==> src/rtl/route_lookup_scheduler_if.sv <==
// Handshake and configuration bundle between input ports and the shared route-lookup engine.
// master = requester/configuration side, slave = the scheduler.
interface route_lookup_scheduler_if #(
   parameter int N             = 4,
   parameter int DATA_WIDTH    = 8,
   parameter int PhitPerFlit   = 2,
   parameter int REQUEST_WIDTH = 2,
   parameter int PORTS         = 5
);
   localparam int FLIT_WIDTH = PhitPerFlit * DATA_WIDTH;
   localparam int DW         = (N > 1) ? $clog2(N) : 1;

   logic [PORTS-1:0]               req_valid;
   logic [PORTS*FLIT_WIDTH-1:0]    req_flit;
   logic [PORTS-1:0]               req_ready;
   logic [PORTS-1:0]               route_valid;
   logic [PORTS*REQUEST_WIDTH-1:0] route_data;
   logic [PORTS-1:0]               route_err;
   logic [PORTS-1:0]               route_release;
   logic                           cfg_we;
   logic [DW-1:0]                  cfg_addr;
   logic [REQUEST_WIDTH-1:0]       cfg_data;
   logic                           cfg_busy;

   modport master (
      output req_valid, req_flit, route_release, cfg_we, cfg_addr, cfg_data,
      input  req_ready, route_valid, route_data, route_err, cfg_busy
   );

   modport slave (
      input  req_valid, req_flit, route_release, cfg_we, cfg_addr, cfg_data,
      output req_ready, route_valid, route_data, route_err, cfg_busy
   );
endinterface

==> src/rtl/route_lookup_scheduler.sv <==
// Round-robin shared routing-table lookup: one head flit per two cycles, route held per port
// until released; table is runtime-writable and configuration wins over lookups in IDLE.
module route_lookup_scheduler #(
   parameter int N             = 4,
   parameter int DATA_WIDTH    = 8,
   parameter int PhitPerFlit   = 2,
   parameter int REQUEST_WIDTH = 2,
   parameter int PORTS         = 5
) (
   input logic                     clk_i,
   input logic                     rst_ni,
   route_lookup_scheduler_if.slave bus
);
   localparam int FLIT_WIDTH = PhitPerFlit * DATA_WIDTH;
   localparam int DW         = (N > 1) ? $clog2(N) : 1;
   localparam int PW         = (PORTS > 1) ? $clog2(PORTS) : 1;
   localparam int RW         = REQUEST_WIDTH;

   localparam logic [0:0] ST_IDLE   = 1'b0;
   localparam logic [0:0] ST_LOOKUP = 1'b1;

   localparam logic [DW:0] N_L     = (DW + 1)'(N);
   localparam logic [PW:0] PORTS_L = (PW + 1)'(PORTS);

   logic [0:0]           state_q, state_d;
   logic [PW-1:0]        rr_ptr_q, rr_ptr_d;
   logic [PW-1:0]        grant_q, grant_d;
   logic [DW-1:0]        dest_q, dest_d;
   logic [PORTS-1:0]     req_ready_q, req_ready_d;
   logic [RW-1:0]        table_q [N];

   logic [PORTS-1:0]     eligible;
   logic [PW-1:0]        cand_idx [PORTS];
   logic                 any_eligible;
   logic [PW-1:0]        pick;
   logic                 tbl_we;
   logic                 complete;
   logic [RW-1:0]        lookup_data;
   logic                 lookup_err;

   logic [PORTS-1:0]     route_valid_vec;
   logic [PORTS-1:0]     route_err_vec;
   logic [PORTS*RW-1:0]  route_data_vec;

   // Candidate k is the k-th port at or after the round-robin pointer, wrapping.
   for (genvar gi = 0; gi < PORTS; gi++) begin : g_cand
      logic [PW:0] sum;
      assign sum          = {1'b0, rr_ptr_q} + (PW + 1)'(gi);
      assign cand_idx[gi] = (sum >= PORTS_L) ? PW'(sum - PORTS_L) : PW'(sum);
   end

   always_comb begin
      any_eligible = 1'b0;
      pick         = rr_ptr_q;
      for (int k = PORTS - 1; k >= 0; k--) begin
         if (eligible[cand_idx[k]]) begin
            any_eligible = 1'b1;
            pick         = cand_idx[k];
         end
      end
   end

   // Out-of-range destinations match no entry and fall through to the error route.
   always_comb begin
      lookup_data = '0;
      lookup_err  = 1'b1;
      for (int e = 0; e < N; e++) begin
         if (dest_q == DW'(e)) begin
            lookup_data = table_q[e];
            lookup_err  = 1'b0;
         end
      end
   end

   always_comb begin
      state_d     = state_q;
      rr_ptr_d    = rr_ptr_q;
      grant_d     = grant_q;
      dest_d      = dest_q;
      tbl_we      = 1'b0;
      complete    = 1'b0;
      req_ready_d = '0;
      case (state_q)
         ST_IDLE: begin
            if (bus.cfg_we) begin
               tbl_we = ({1'b0, bus.cfg_addr} < N_L);
            end else if (any_eligible) begin
               grant_d = pick;
               dest_d  = bus.req_flit[int'(pick)*FLIT_WIDTH +: DW];
               state_d = ST_LOOKUP;
            end
         end
         ST_LOOKUP: begin
            complete    = 1'b1;
            req_ready_d = PORTS'(1) << grant_q;
            rr_ptr_d    = (grant_q == PW'(PORTS - 1)) ? '0 : grant_q + 1'b1;
            state_d     = ST_IDLE;
         end
         default: state_d = ST_IDLE;
      endcase
   end

   always_ff @(posedge clk_i or negedge rst_ni) begin
      if (!rst_ni) begin
         state_q     <= ST_IDLE;
         rr_ptr_q    <= '0;
         grant_q     <= '0;
         dest_q      <= '0;
         req_ready_q <= '0;
      end else begin
         state_q     <= state_d;
         rr_ptr_q    <= rr_ptr_d;
         grant_q     <= grant_d;
         dest_q      <= dest_d;
         req_ready_q <= req_ready_d;
      end
   end

   always_ff @(posedge clk_i or negedge rst_ni) begin
      if (!rst_ni) begin
         for (int e = 0; e < N; e++) begin
            table_q[e] <= '0;
         end
      end else if (tbl_we) begin
         for (int e = 0; e < N; e++) begin
            if (bus.cfg_addr == DW'(e)) begin
               table_q[e] <= bus.cfg_data;
            end
         end
      end
   end

   // Per-port held route; a port is ineligible while it holds one, so set and release never collide.
   for (genvar gi = 0; gi < PORTS; gi++) begin : g_port
      logic          valid_q;
      logic          err_q;
      logic [RW-1:0] data_q;
      logic          set;

      assign set = complete && (grant_q == PW'(gi));

      always_ff @(posedge clk_i or negedge rst_ni) begin
         if (!rst_ni) begin
            valid_q <= 1'b0;
            err_q   <= 1'b0;
            data_q  <= '0;
         end else if (set) begin
            valid_q <= 1'b1;
            err_q   <= lookup_err;
            data_q  <= lookup_data;
         end else if (bus.route_release[gi]) begin
            valid_q <= 1'b0;
            err_q   <= 1'b0;
         end
      end

      assign eligible[gi]                 = bus.req_valid[gi] && !valid_q;
      assign route_valid_vec[gi]          = valid_q;
      assign route_err_vec[gi]            = err_q;
      assign route_data_vec[gi*RW +: RW]  = data_q;
   end

   assign bus.req_ready   = req_ready_q;
   assign bus.route_valid = route_valid_vec;
   assign bus.route_err   = route_err_vec;
   assign bus.route_data  = route_data_vec;
   assign bus.cfg_busy    = (state_q == ST_LOOKUP);
endmodule

==> src/flat_wrapper.sv <==
// flat-port wrapper written by rule: the top's interface ports become plain ports
module route_lookup_scheduler_flat 
#(
   parameter int N             = 4,
   parameter int DATA_WIDTH    = 8,
   parameter int PhitPerFlit   = 2,
   parameter int REQUEST_WIDTH = 2,
   parameter int PORTS         = 5
)
  (clk_i, rst_ni, bus_req_valid, bus_req_flit, bus_route_release, bus_cfg_we, bus_cfg_addr, bus_cfg_data, bus_req_ready, bus_route_valid, bus_route_data, bus_route_err, bus_cfg_busy);
  route_lookup_scheduler_if #(.N(N), .DATA_WIDTH(DATA_WIDTH), .PhitPerFlit(PhitPerFlit), .REQUEST_WIDTH(REQUEST_WIDTH), .PORTS(PORTS)) bus_i ();
  input logic clk_i;
  input logic rst_ni;
  input wire logic [$bits(bus_i.req_valid)-1:0] bus_req_valid;
  input wire logic [$bits(bus_i.req_flit)-1:0] bus_req_flit;
  input wire logic [$bits(bus_i.route_release)-1:0] bus_route_release;
  input wire logic [$bits(bus_i.cfg_we)-1:0] bus_cfg_we;
  input wire logic [$bits(bus_i.cfg_addr)-1:0] bus_cfg_addr;
  input wire logic [$bits(bus_i.cfg_data)-1:0] bus_cfg_data;
  output wire logic [$bits(bus_i.req_ready)-1:0] bus_req_ready;
  output wire logic [$bits(bus_i.route_valid)-1:0] bus_route_valid;
  output wire logic [$bits(bus_i.route_data)-1:0] bus_route_data;
  output wire logic [$bits(bus_i.route_err)-1:0] bus_route_err;
  output wire logic [$bits(bus_i.cfg_busy)-1:0] bus_cfg_busy;
  assign bus_i.req_valid = bus_req_valid;
  assign bus_i.req_flit = bus_req_flit;
  assign bus_i.route_release = bus_route_release;
  assign bus_i.cfg_we = bus_cfg_we;
  assign bus_i.cfg_addr = bus_cfg_addr;
  assign bus_i.cfg_data = bus_cfg_data;
  assign bus_req_ready = bus_i.req_ready;
  assign bus_route_valid = bus_i.route_valid;
  assign bus_route_data = bus_i.route_data;
  assign bus_route_err = bus_i.route_err;
  assign bus_cfg_busy = bus_i.cfg_busy;
  route_lookup_scheduler #(.N(N), .DATA_WIDTH(DATA_WIDTH), .PhitPerFlit(PhitPerFlit), .REQUEST_WIDTH(REQUEST_WIDTH), .PORTS(PORTS)) u_core (.clk_i(clk_i), .rst_ni(rst_ni), .bus(bus_i));
endmodule
==> config.mk <==
export PLATFORM = sky130hd
export DESIGN_NAME = route_lookup_scheduler_flat
export DESIGN_NICKNAME = d
export VERILOG_FILES = /design/src/rtl/route_lookup_scheduler_if.sv /design/src/rtl/route_lookup_scheduler.sv /design/src/flat_wrapper.sv
export SDC_FILE = /design/constraint.sdc
export NUM_CORES = 1
export LEC_CHECK = 0
export BUFFER_PORTS_ARGS = -buffer_cell sky130_fd_sc_hd__buf_2
export CAP_MARGIN = 20
export CORE_MARGIN = 5
export CORE_UTILIZATION = 25
export CTS_CLUSTER_DIAMETER = 80
export CTS_CLUSTER_SIZE = 12
export DETAILED_ROUTE_END_ITERATION = 8
export GPL_ROUTABILITY_DRIVEN = 0
export PLACE_DENSITY_LB_ADDON = 0.05
export SLEW_MARGIN = 20
export SYNTH_ARGS = -nofsm -noshare
export SYNTH_HDL_FRONTEND = slang
export SYNTH_SLANG_ARGS = --single-unit
==> constraint.sdc <==
create_clock -name clk_i -period 3.1 [get_ports clk_i]
set_input_delay 0.155 -clock clk_i [delete_from_list [all_inputs] [get_ports clk_i]]
set_output_delay 0.155 -clock clk_i [all_outputs]
set_load 0.1 [all_outputs]
==> flow_metrics.env, run 1 <==
export IMPL_path_max_fanout=9
export IMPL_syn_num_nets=415
export IMPL_area_growth_pct=44.7
export IMPL_place_hpwl_um=7570
export IMPL_initial_core_util_pct=25.7
export IMPL_slew_viol_final=0
export IMPL_violations="negative setup slack"
export IMPL_synth_seq_cells=42
export IMPL_syn_inst=303
export IMPL_fin_ws_ns=-0.148
export IMPL_drc_errors=0
export IMPL_worstSetupPathType="reg -> reg"
export IMPL_wire_per_inst_um=16.0
export IMPL_drt_initial_drc_count=81
export IMPL_timing_rr_end="u_core.dest_q[1]$_DFFE_PN0P_"
export IMPL_ant_nets=0
export IMPL_num_antenna_cells=0
export IMPL_utilization_pct=37.2
export IMPL_globalRouteOverflowTotal=0
export IMPL_route_met2_wl_um=4830
export IMPL_fin_crit_ns=3.25
export IMPL_wl_met1_um=4220
export IMPL_r2r_cells=13
export IMPL_finalNetCount=532
export IMPL_clk_pin_slew_worst_paths_ns=0.06
export IMPL_synth_flop_cell="dfrtp_1"
export IMPL_numCtsBuffers=5
export IMPL_dr_pass1_iters=4
export IMPL_r2r_slack_ns=-0.15
export IMPL_placedCellCount=572
export IMPL_track_usage_pct=12.9
export IMPL_synth_edff_count=0
export IMPL_core_um2=12100
export IMPL_hold_start="bus_route_release[2]"
export IMPL_ios=123
export IMPL_fmax_mhz=308
export IMPL_grt_first_pass_wirelength_um=15000
export IMPL_min_to="u_core.g_port[2].err_q$_DFFE_PN0P_"
export IMPL_slew_headroom_pct=61.3
export IMPL_syn_area_per_cell_um2=10.3
export IMPL_worstPathCellList="buf_6 > buf_8 > ha_4 > buf_6 > a221o_1 > nor3_2 > a31oi_2 > or3_4 > nand2_4 > a21o_1 > o2bb2ai_4 > mux4_2 > a21o_1"
export IMPL_fin_skew_ns=0.00509
export IMPL_status="finished, violations left"
export IMPL_die_y_um=122
export IMPL_cap_violations=0
export IMPL_worst_slew_pin_slew_ns=0.572
export IMPL_synth_warnings=0
export IMPL_whs_ns=0.0398
export IMPL_hold_viol=0
export IMPL_layout_drive_gt1_share_pct=52.7
export IMPL_rsz0062_at_grt="true"
export IMPL_netlist_area_um2=3110
export IMPL_clock_sinks=42
export IMPL_yosys_cell_types_count=68
export IMPL_worstReg2RegStart="u_core.rr_ptr_q[0]$_DFFE_PN0P_"
export IMPL_grt_pass1_vias=2882
export IMPL_finalCritPeriodShare_pct=105
export IMPL_critPathRequiredTime_ns=3.27
export IMPL_fp_dieArea_um2=14800
export IMPL_antenna_found_initial=1
export IMPL_worst_skew_pair_late_latency_ns=0.28
export IMPL_hold_class="in -> reg"
export IMPL_endpoint_kind="register"
export IMPL_htreeDepth=2
export IMPL_vias=2684
export IMPL_async_flop_share_pct=100
export IMPL_critPathArrivalTime_ns=3.42
export IMPL_root_buffer="clkbuf_16"
export IMPL_via_per_inst=4.56
export IMPL_die_w_um=122
export IMPL_fin_setup_tns_ns=-0.411
export IMPL_io_buffers=52
export IMPL_worst_hold_path_num_cells=2
export IMPL_grt_max_degree=43
export IMPL_cts_tree="done"
export IMPL_finalSetupViolations=5
export IMPL_num_rows=40
export IMPL_max_stage_delay_ns=0.52
export IMPL_met3WireLength_um=240
export IMPL_cpMaxStageDelayCell="mux4_2"
export IMPL_stdcell_count=589
export IMPL_routed_wl_um=9430
export IMPL_ys_seq_area_share_pct=33.8
export IMPL_top_layer="met4"
export IMPL_cp_start_kind="register"
export IMPL_cts_max_path_buffers=2
worst max path at each step:
stage               slack, ns                       endpoint  cells after the start                      startpoint
finish                  -0.15   u_core.dest_q[1]$_DFFE_PN0P_                     13  u_core.rr_ptr_q[0]$_DFFE_PN0P_
global route            -0.29   u_core.dest_q[1]$_DFFE_PN0P_                     13  u_core.rr_ptr_q[0]$_DFFE_PN0P_
CTS                     -0.17   u_core.dest_q[1]$_DFFE_PN0P_                     15  u_core.rr_ptr_q[0]$_DFFE_PN0P_
detailed placement      -0.19  u_core.grant_q[1]$_DFFE_PN0P_                     13  u_core.rr_ptr_q[1]$_DFFE_PN0P_
global placement        -0.27  u_core.grant_q[1]$_DFFE_PN0P_                     13  u_core.rr_ptr_q[1]$_DFFE_PN0P_
floorplan               -0.06   u_core.dest_q[0]$_DFFE_PN0P_                     14  u_core.rr_ptr_q[0]$_DFFE_PN0P_
metrics by stage:
stage	area, um^2	setup WS, ns
after floorplan	3190	-0.0564
after global placement	4030	-0.267
after detailed placement	4030	-0.192
after CTS	4270	-0.168
after global routing	4500	-0.292
final	4500	-0.148
layout make-up:
cell class / instances / area (um^2)
Clock inverter: 2 / 37.5
Inverter: 20 / 82.6
Multi-Input combinational cell: 221 / 2100
Tap cell: 168 / 210
Fill cell: 1277 / 7610
Clock buffer: 6 / 129
Timing Repair Buffer: 130 / 888
Sequential cell: 42 / 1050
per-layer routing:
| layer | track usage (%) | vias up |
|---|---|---|
| li1 | - | 1327 |
| met1 | 16.9 | 1308 |
| met2 | 22.4 | 40 |
| met3 | 1.62 | 9 |
| met4 | 3.43 | 0 |
| met5 | 0 | - |
synth_stat cells (all sizes together), types with 7 or more instances:
library cell	n	share of area (%)
o21ai	13	2.1
nand3	7	1.1
nand2	22	2.8
a21oi	10	2.0
dfrtp	42	34
buf	17	4.1
inv	20	2.4
o211ai	8	1.9
a211oi	7	2.1
nor2b	8	1.6
nor3b	9	2.3
mux2	24	9.2
nor2	17	2.1
ha	14	5.6
state kept, by name, indices dropped and copies added (netlist names):
| name | count |
|---|---|
| u_core.g_port.data_q | 10 |
| u_core.dest_q | 2 |
| u_core.g_port.valid_q | 5 |
| u_core.grant_q | 3 |
| u_core.g_port.err_q | 5 |
| u_core.bus.cfg_busy | 1 |
| u_core.rr_ptr_q | 3 |
| u_core.table_q | 8 |
| u_core.bus.req_ready | 5 |
worst max-delay path, delay by kind of cell (launching register included):
kind	cells	cell delay, ns
DFF	1	0.43
buffers and inverters	3	0.38
and+or+nand+nor	3	0.71
AOI/OAI and AO/OA	5	0.93
adders and majority gates	1	0.16
muxes	1	0.52
cells in the final DEF (no fill, tap or decap), drive strengths merged, types with 9 or more instances in the layout:
master / Yosys / layout
o21ai: 13 / 13
a21oi: 10 / 10
mux2: 24 / 24
nor2: 17 / 17
nor3b: 9 / 9
buf: 17 / 129
nand2: 22 / 22
inv: 20 / 20
ha: 14 / 14
dfrtp: 42 / 42
what timing repair did:
action | in CTS | in global routing
hold endpoints to repair | 0 | 42
hold buffers | 0 | 1
buffers inserted | 3 | 5
pin swaps | 9 | 20
gates resized for setup | 9 | 39
endpoints found under the setup margin | 6 | 6
cell families after synthesis:
group | count (synthesis) | share of synthesized area, %
AND/OR/NAND/NOR | 97 | 18.5
XOR/XNOR | 7 | 2.21
adder cells (fa/ha/maj) | 15 | 6.27
flip-flops | 42 | 33.8
buffers and inverters | 40 | 6.91
AO/OA/AOI/OAI | 67 | 17.6
multiplexers | 35 | 14.7
Power of run 1 is left out: the tool's default activity adds up to more than one toggle a clock period on the data nets, which glitch-free logic cannot reach.
==> run 2, diff against run 1 <==
--- a/config.mk
+++ b/config.mk
@@ -5,6 +5,7 @@
 export SDC_FILE = /design/constraint.sdc
 export NUM_CORES = 1
 export LEC_CHECK = 0
+export ABC_AREA = 1
 export BUFFER_PORTS_ARGS = -buffer_cell sky130_fd_sc_hd__buf_2
 export CAP_MARGIN = 20
 export CORE_MARGIN = 5
@@ -13,6 +14,7 @@
 export CTS_CLUSTER_SIZE = 12
 export DETAILED_ROUTE_END_ITERATION = 8
 export GPL_ROUTABILITY_DRIVEN = 0
+export GPL_TIMING_DRIVEN = 0
 export PLACE_DENSITY_LB_ADDON = 0.05
 export SLEW_MARGIN = 20
 export SYNTH_ARGS = -nofsm -noshare
==> run 2 against run 1 <==
  * Die area down 6.5%
  * Via count grew 1.6%
  * The run now ends clean
  * Worst hold slack lost 0.0027 ns
  * First-iteration DRC count rose by 54%
  * Maximum frequency up 12%
  * Non-clock buffer count down 57
  * Utilization is 4.8 points lower
  * Setup slack gained 0.35 ns
  * Critical path type unchanged
  * Count of clock-buffer cells in the layout shrank 1
  * Area after synthesis fell by 7.1%
  * Critical path depth up 9
==> flow_metrics.env, run 2 <==
export IMPL_ant_nets=0
export IMPL_finalCritPeriodShare_pct=93.4
export IMPL_place_area_um2=3330
export IMPL_dr_pass1_iters=4
export IMPL_die_w_um=118
export IMPL_layout_drive_gt1_share_pct=27.6
export IMPL_globalRouteOverflowTotal=0
export IMPL_num_rows=39
export IMPL_num_antenna_cells=0
export IMPL_numCtsBuffers=5
export IMPL_cp_start_kind="register"
export IMPL_ios=123
export IMPL_wire_per_inst_um=13.4
export IMPL_root_buffer="clkbuf_16"
export IMPL_grt_busiest_layer="met2"
export IMPL_clock_sinks=42
export IMPL_finalNetCount=582
export IMPL_path_max_fanout=6
export IMPL_fin_crit_ns=2.90
export IMPL_slew_viol_final=0
export IMPL_largestRegisters="u_core.g_port.data_q: 10 flops, u_core.table_q: 8 flops"
export IMPL_yosysMostFrequentCell="nand2_1"
export IMPL_worstReg2RegStart="u_core.rr_ptr_q[0]$_DFFE_PN0P_"
export IMPL_die_y_um=118
export IMPL_cap_violations=0
export IMPL_io_buffers=52
export IMPL_hold_start="bus_route_release[3]"
export IMPL_clk_pin_slew_worst_paths_ns=0.06
export IMPL_crit_family="simple AND/OR/NAND/NOR gates"
export IMPL_worstPathCellList="inv_2 > buf_6 > ha_4 > inv_2 > fa_2 > a21oi_4 > nand2_1 > o21ai_2 > inv_1 > nand3_1 > nand2_1 > nand2_2 > nand2_2 > a21oi_1 > nand2_1 > nand2_2 > nand2_4 > inv_2 > nand3_1 > nand2_1 > nand2_2 > a21oi_2"
export IMPL_max_stage_delay_ns=0.43
export IMPL_hold_class="in -> reg"
export IMPL_top_register="u_core.g_port.data_q"
export IMPL_stdcell_count=614
export IMPL_track_usage_pct=12.0
export IMPL_worst_skew_pair_late_latency_ns=0.29
export IMPL_cts_tree="done"
export IMPL_ys_seq_area_share_pct=36.3
export IMPL_endpoint_kind="register"
export IMPL_netlist_top_cells_count="nand2_1 (116), nand3_1 (62), inv_1 (57)"
export IMPL_hold_viol=0
export IMPL_core_um2=11400
export IMPL_area_growth_pct=27.5
export IMPL_async_flop_share_pct=100
export IMPL_path_buf_inv=5
export IMPL_status="complete, no violations"
export IMPL_worst_slew_pin_slew_ns=0.711
export IMPL_drc_errors=0
export IMPL_crit_path_start="u_core.rr_ptr_q[0]$_DFFE_PN0P_"
export IMPL_syn_inst=403
export IMPL_fin_skew_ns=0.00462
export IMPL_use_met1_pct=16.5
export IMPL_cpMaxStageDelayCell="dfrtp_2"
export IMPL_grt_pass1_vias=2726
export IMPL_synth_top_area_share_pct=36.3
export IMPL_use_met2_pct=19.4
export IMPL_grt_util_met3_pct=2.45
export IMPL_antenna_found_initial=0
export IMPL_syn_area_per_cell_um2=7.17
export IMPL_fin_setup_tns_ns=0
export IMPL_critPathRequiredTime_ns=3.32
export IMPL_synth_edff_count=0
export IMPL_finish_instance_area_um2=3690
export IMPL_fp_dieArea_um2=13800
export IMPL_grt_max_degree=43
export IMPL_worstSetupPathType="reg -> reg"
export IMPL_drt_initial_drc_count=125
export IMPL_fmax_mhz=345
export IMPL_largest_reg_flops=10
export IMPL_synth_top_cell_by_area="dfrtp_1"
export IMPL_synth_warnings=0
export IMPL_grt_first_pass_wirelength_um=13700
export IMPL_synth_area_top_cells="dfrtp_1 (36%), nand2_1 (15%), nand3_1 (11%), inv_1 (7.4%), ha_1 (6.1%)"
export IMPL_synth_seq_cells=42
export IMPL_final_cell_mix="nand2_1 (109), nand3_1 (59), inv_1 (52)"
export IMPL_via_per_inst=4.44
export IMPL_placedCellCount=598
export IMPL_vias=2728
export IMPL_final_common_cell="nand2_1"
export IMPL_htreeDepth=2
export IMPL_finalSetupViolations=0
export IMPL_routed_wl_um=8210
export IMPL_critPathArrivalTime_ns=3.12
export IMPL_rsz0062_at_grt="true"
export IMPL_yosys_cell_types_count=30
export IMPL_syn_num_nets=515
export IMPL_initial_core_util_pct=25.4
export IMPL_synth_flop_cell="dfrtp_1"
export IMPL_place_hpwl_um=6410
export IMPL_netlist_area_um2=2890
export IMPL_slew_headroom_pct=52.1
export IMPL_cts_max_path_buffers=2
[run 2: routing by layer]
metal / up-vias / wire [um]
met5: - / 0
met4: 0 / 65
met3: 9 / 266
met2: 42 / 3750
met1: 1258 / 4120
li1: 1419 / -
[run 2: worst paths after layout]
kind | endpoint | slack (ns) | cells past startpoint
max in group asynchronous | u_core.rr_ptr_q[1]$_DFFE_PN0P_ | 2.29 | 2
min | u_core.g_port[3].err_q$_DFFE_PN0P_ | 0.04 | 2
max reg2reg | u_core.dest_q[1]$_DFFE_PN0P_ | 0.20 | 22
min reg2reg | u_core.g_port[3].data_q[1]$_DFFE_PN0P_ | 0.48 | 2
max | u_core.dest_q[1]$_DFFE_PN0P_ | 0.20 | 22
min in group asynchronous | u_core.rr_ptr_q[2]$_DFFE_PN0P_ | 0.40 | 2
[run 2: worst register-to-register path, stage by stage, from the launching register on]
cell and delay [ns]:
dfrtp_2 0.43, inv_2 0.07, buf_6 0.13, ha_4 0.13, inv_2 0.04, fa_2 0.41
a21oi_4 0.24, nand2_1 0.10, o21ai_2 0.10, inv_1 0.08, nand3_1 0.08, nand2_1 0.07
nand2_2 0.08, nand2_2 0.07, a21oi_1 0.14, nand2_1 0.09, nand2_2 0.12, nand2_4 0.08
inv_2 0.06, nand3_1 0.07, nand2_1 0.09, nand2_2 0.05, a21oi_2 0.12
[run 2: metrics by stage]
step	hold slack, ns	util (%)	setup slack [ns]
floorplan	-0.141	-	0.334
finish	0.0371	32.4	0.204
global route	0.0387	32.4	-0.0316
global placement	0.344	29.3	-0.209
detailed placement	0.334	29.3	-0.188
CTS	0.0315	31.2	0.00214
[run 2: cells by family (layout without fill, tap and decap cells)]
logic type	Yosys count	count (layout)	synth area share, %
adder cells (fa/ha/maj)	15	15	6.75
AO/OA/AOI/OAI	55	55	11.0
AND/OR/NAND/NOR	214	214	33.8
flip-flops	42	42	36.3
XOR/XNOR	3	3	0.909
buffers and inverters	74	142	11.2
[run 2: area by class of cell]
| class | instances | area [um^2] |
|---|---|---|
| repair buffers | 60 | 325 |
| multi-input cells | 287 | 1610 |
| well taps | 143 | 179 |
| plain buffers | 13 | 97.6 |
| clock inverters | 3 | 68.8 |
| clock buffers | 5 | 125 |
| fillers | 1234 | 7680 |
| inverters | 61 | 231 |
| flip-flops and latches | 42 | 1050 |
[run 2: repair_timing]
| item | in CTS | in global routing |
|---|---|---|
| hold buffers | 0 | 1 |
| resized for setup | 6 | 25 |
| endpoints found under the setup margin | 6 | 6 |
| hold endpoints to repair | 0 | 42 |
| buffers inserted | 1 | 6 |
| pin swaps | 0 | 15 |
Power of run 2 is left out for the same reason.
==> run 3, diff against run 2 <==
--- a/config.mk
+++ b/config.mk
@@ -6,7 +6,7 @@
 export NUM_CORES = 1
 export LEC_CHECK = 0
 export ABC_AREA = 1
-export BUFFER_PORTS_ARGS = -buffer_cell sky130_fd_sc_hd__buf_2
+export BUFFER_PORTS_ARGS = -buffer_cell sky130_fd_sc_hd__clkbuf_2
 export CAP_MARGIN = 20
 export CORE_MARGIN = 5
 export CORE_UTILIZATION = 25
==> run 3 against run 2 <==
  * First-iteration DRC count down 3.2%
  * Worst hold slack better by 0.0019 ns
  * Clock skew increased by 0.0015 ns
  * Non-clock buffer count grew 8
  * Die area stayed put
  * Critical path type unchanged
  * Critical endpoint unchanged
  * Largest cell class unchanged
==> flow_metrics.env, run 3 (same netlist as run 2, synthesis figures left out) <==
export IMPL_cp_start_kind="register"
export IMPL_clk_pin_slew_worst_paths_ns=0.06
export IMPL_max_stage_delay_ns=0.42
export IMPL_worst_hold_path_num_cells=2
export IMPL_drc_errors=0
export IMPL_finalSetupViolations=0
export IMPL_fin_skew_ns=0.00611
export IMPL_grt_max_degree=43
export IMPL_final_common_cell="nand2_1"
export IMPL_final_cell_mix="nand2_1 (110), nand3_1 (60), inv_1 (52)"
export IMPL_path_common_cell="nand2_1"
export IMPL_endpoint_kind="register"
export IMPL_io_buffers=52
export IMPL_cts_max_path_buffers=2
export IMPL_finalCritPeriodShare_pct=93.9
export IMPL_worst_slew_pin_slew_ns=0.650
export IMPL_worstSetupPathType="reg -> reg"
export IMPL_finalNetCount=590
export IMPL_cpMaxStageDelayCell="dfrtp_2"
export IMPL_ant_nets=0
export IMPL_num_antenna_cells=0
export IMPL_slew_headroom_pct=56.2
export IMPL_core_um2=11400
export IMPL_fp_dieArea_um2=13800
export IMPL_vias=2755
export IMPL_globalRouteOverflowTotal=0
export IMPL_routed_wl_um=8280
export IMPL_dr_pass1_iters=4
export IMPL_largest_reg_flops=10
export IMPL_r2r_cells=24
export IMPL_status="complete, no violations"
export IMPL_fmax_mhz=344
export IMPL_hold_class="in -> reg"
export IMPL_layout_drive_gt1_share_pct=28.6
export IMPL_place_hpwl_um=6450
export IMPL_worstPathCellList="inv_2 > buf_6 > ha_4 > inv_2 > fa_2 > a21oi_4 > inv_1 > nand2_1 > nand2_2 > nand2_1 > nand3_1 > nand2_1 > nand2_2 > nand2_2 > inv_2 > nand3_2 > nand2_2 > nand2_4 > nand2_4 > nand2_1 > nand3_1 > nand2_1 > nand2_1 > a21oi_2"
export IMPL_critPathArrivalTime_ns=3.12
export IMPL_fin_crit_ns=2.91
export IMPL_grt_pass1_vias=2646
export IMPL_cts_tree="done"
export IMPL_cap_violations=0
export IMPL_initial_core_util_pct=25.4
export IMPL_numCtsBuffers=5
export IMPL_wire_per_inst_um=13.3
export IMPL_top_register="u_core.g_port.data_q"
export IMPL_critPathRequiredTime_ns=3.31
export IMPL_place_area_um2=3330
export IMPL_htreeDepth=2
export IMPL_track_usage_pct=12.1
export IMPL_hold_viol=0
export IMPL_via_per_inst=4.43
export IMPL_num_rows=39
export IMPL_drt_initial_drc_count=121
export IMPL_antenna_found_initial=0
export IMPL_root_buffer="clkbuf_16"
export IMPL_die_y_um=118
export IMPL_finish_instance_area_um2=3710
export IMPL_worst_skew_pair_late_latency_ns=0.28
export IMPL_ios=123
export IMPL_slew_viol_final=0
export IMPL_largestRegisters="u_core.g_port.data_q: 10 flops, u_core.table_q: 8 flops"
export IMPL_grt_first_pass_wirelength_um=13700
export IMPL_clock_sinks=42
export IMPL_die_w_um=118
export IMPL_area_growth_pct=28.3
export IMPL_path_max_fanout=6
-- run 3: changes by cell type in the layout (fill, tap and decap cells not counted), sizes merged --
cell / previous run / this run
clkinvlp: 0 / 1
bufinv: 2 / 1
clkinv: 1 / 0
clkbuf: 6 / 59
buf: 71 / 27
-- run 3: metrics by stage --
| step | util [%] | hold WS (ns) | setup TNS, ns | cells | worst slack [ns] |
|---|---|---|---|---|---|
| global route | 32.6 | 0.0360 | -0.000977 | 622 | -0.000977 |
| floorplan | - | -0.141 | 0 | 403 | 0.334 |
| finish | 32.6 | 0.0391 | 0 | 622 | 0.190 |
| global placement | 29.3 | 0.348 | -0.721 | 598 | -0.196 |
| detailed placement | 29.3 | 0.258 | -0.756 | 598 | -0.211 |
| CTS | 31.1 | 0.0326 | 0 | 608 | 0.00596 |
-- run 3: layout make-up --
| type | count | area (um^2) |
|---|---|---|
| repair buffers | 68 | 385 |
| flip-flops and latches | 42 | 1050 |
| fillers | 1250 | 7660 |
| well taps | 143 | 179 |
| plain buffers | 13 | 97.6 |
| clock buffers | 6 | 129 |
| inverters | 61 | 231 |
| multi-input cells | 287 | 1600 |
| clock inverters | 2 | 37.5 |
-- run 3: path summary, 6_finish.rpt --
kind	slack [ns]	end	start
max	0.19	u_core.dest_q[1]$_DFFE_PN0P_	u_core.rr_ptr_q[0]$_DFFE_PN0P_
min	0.04	u_core.g_port[3].err_q$_DFFE_PN0P_	bus_route_release[3]
max reg2reg	0.19	u_core.dest_q[1]$_DFFE_PN0P_	u_core.rr_ptr_q[0]$_DFFE_PN0P_
min reg2reg	0.48	u_core.table_q[4]$_DFFE_PN0P_	u_core.table_q[4]$_DFFE_PN0P_
max in group asynchronous	2.19	u_core.rr_ptr_q[1]$_DFFE_PN0P_	rst_ni
min in group asynchronous	0.46	u_core.rr_ptr_q[2]$_DFFE_PN0P_	rst_ni
-- run 3: worst max-delay path, delay by kind of cell (launching register included) --
kind	cells	cell delay (ns)
AND/OR/NAND/NOR	15	1.11
adder cells (fa/ha/maj)	2	0.54
flip-flops	1	0.42
AO/OA/AOI/OAI	2	0.38
buffers and inverters	5	0.36
-- run 3: timing repair --
action | 4_1_cts | 5_1_grt
buffers inserted | 1 | 14
hold endpoints to repair | 42 | 0
resized for setup | 7 | 22
hold buffers | 1 | 0
pin swaps | 0 | 14
setup endpoints to repair | 6 | 6
-- run 3: per-layer routing --
layer | vias up | track usage (%) | part of all wire, %
li1 | 1435 | - | -
met1 | 1261 | 16.9 | 50
met2 | 50 | 18.7 | 45
met3 | 9 | 2.69 | 4.3
met4 | 0 | 3.15 | 1.1
met5 | - | 0 | 0
Power of run 3 is left out for the same reason.
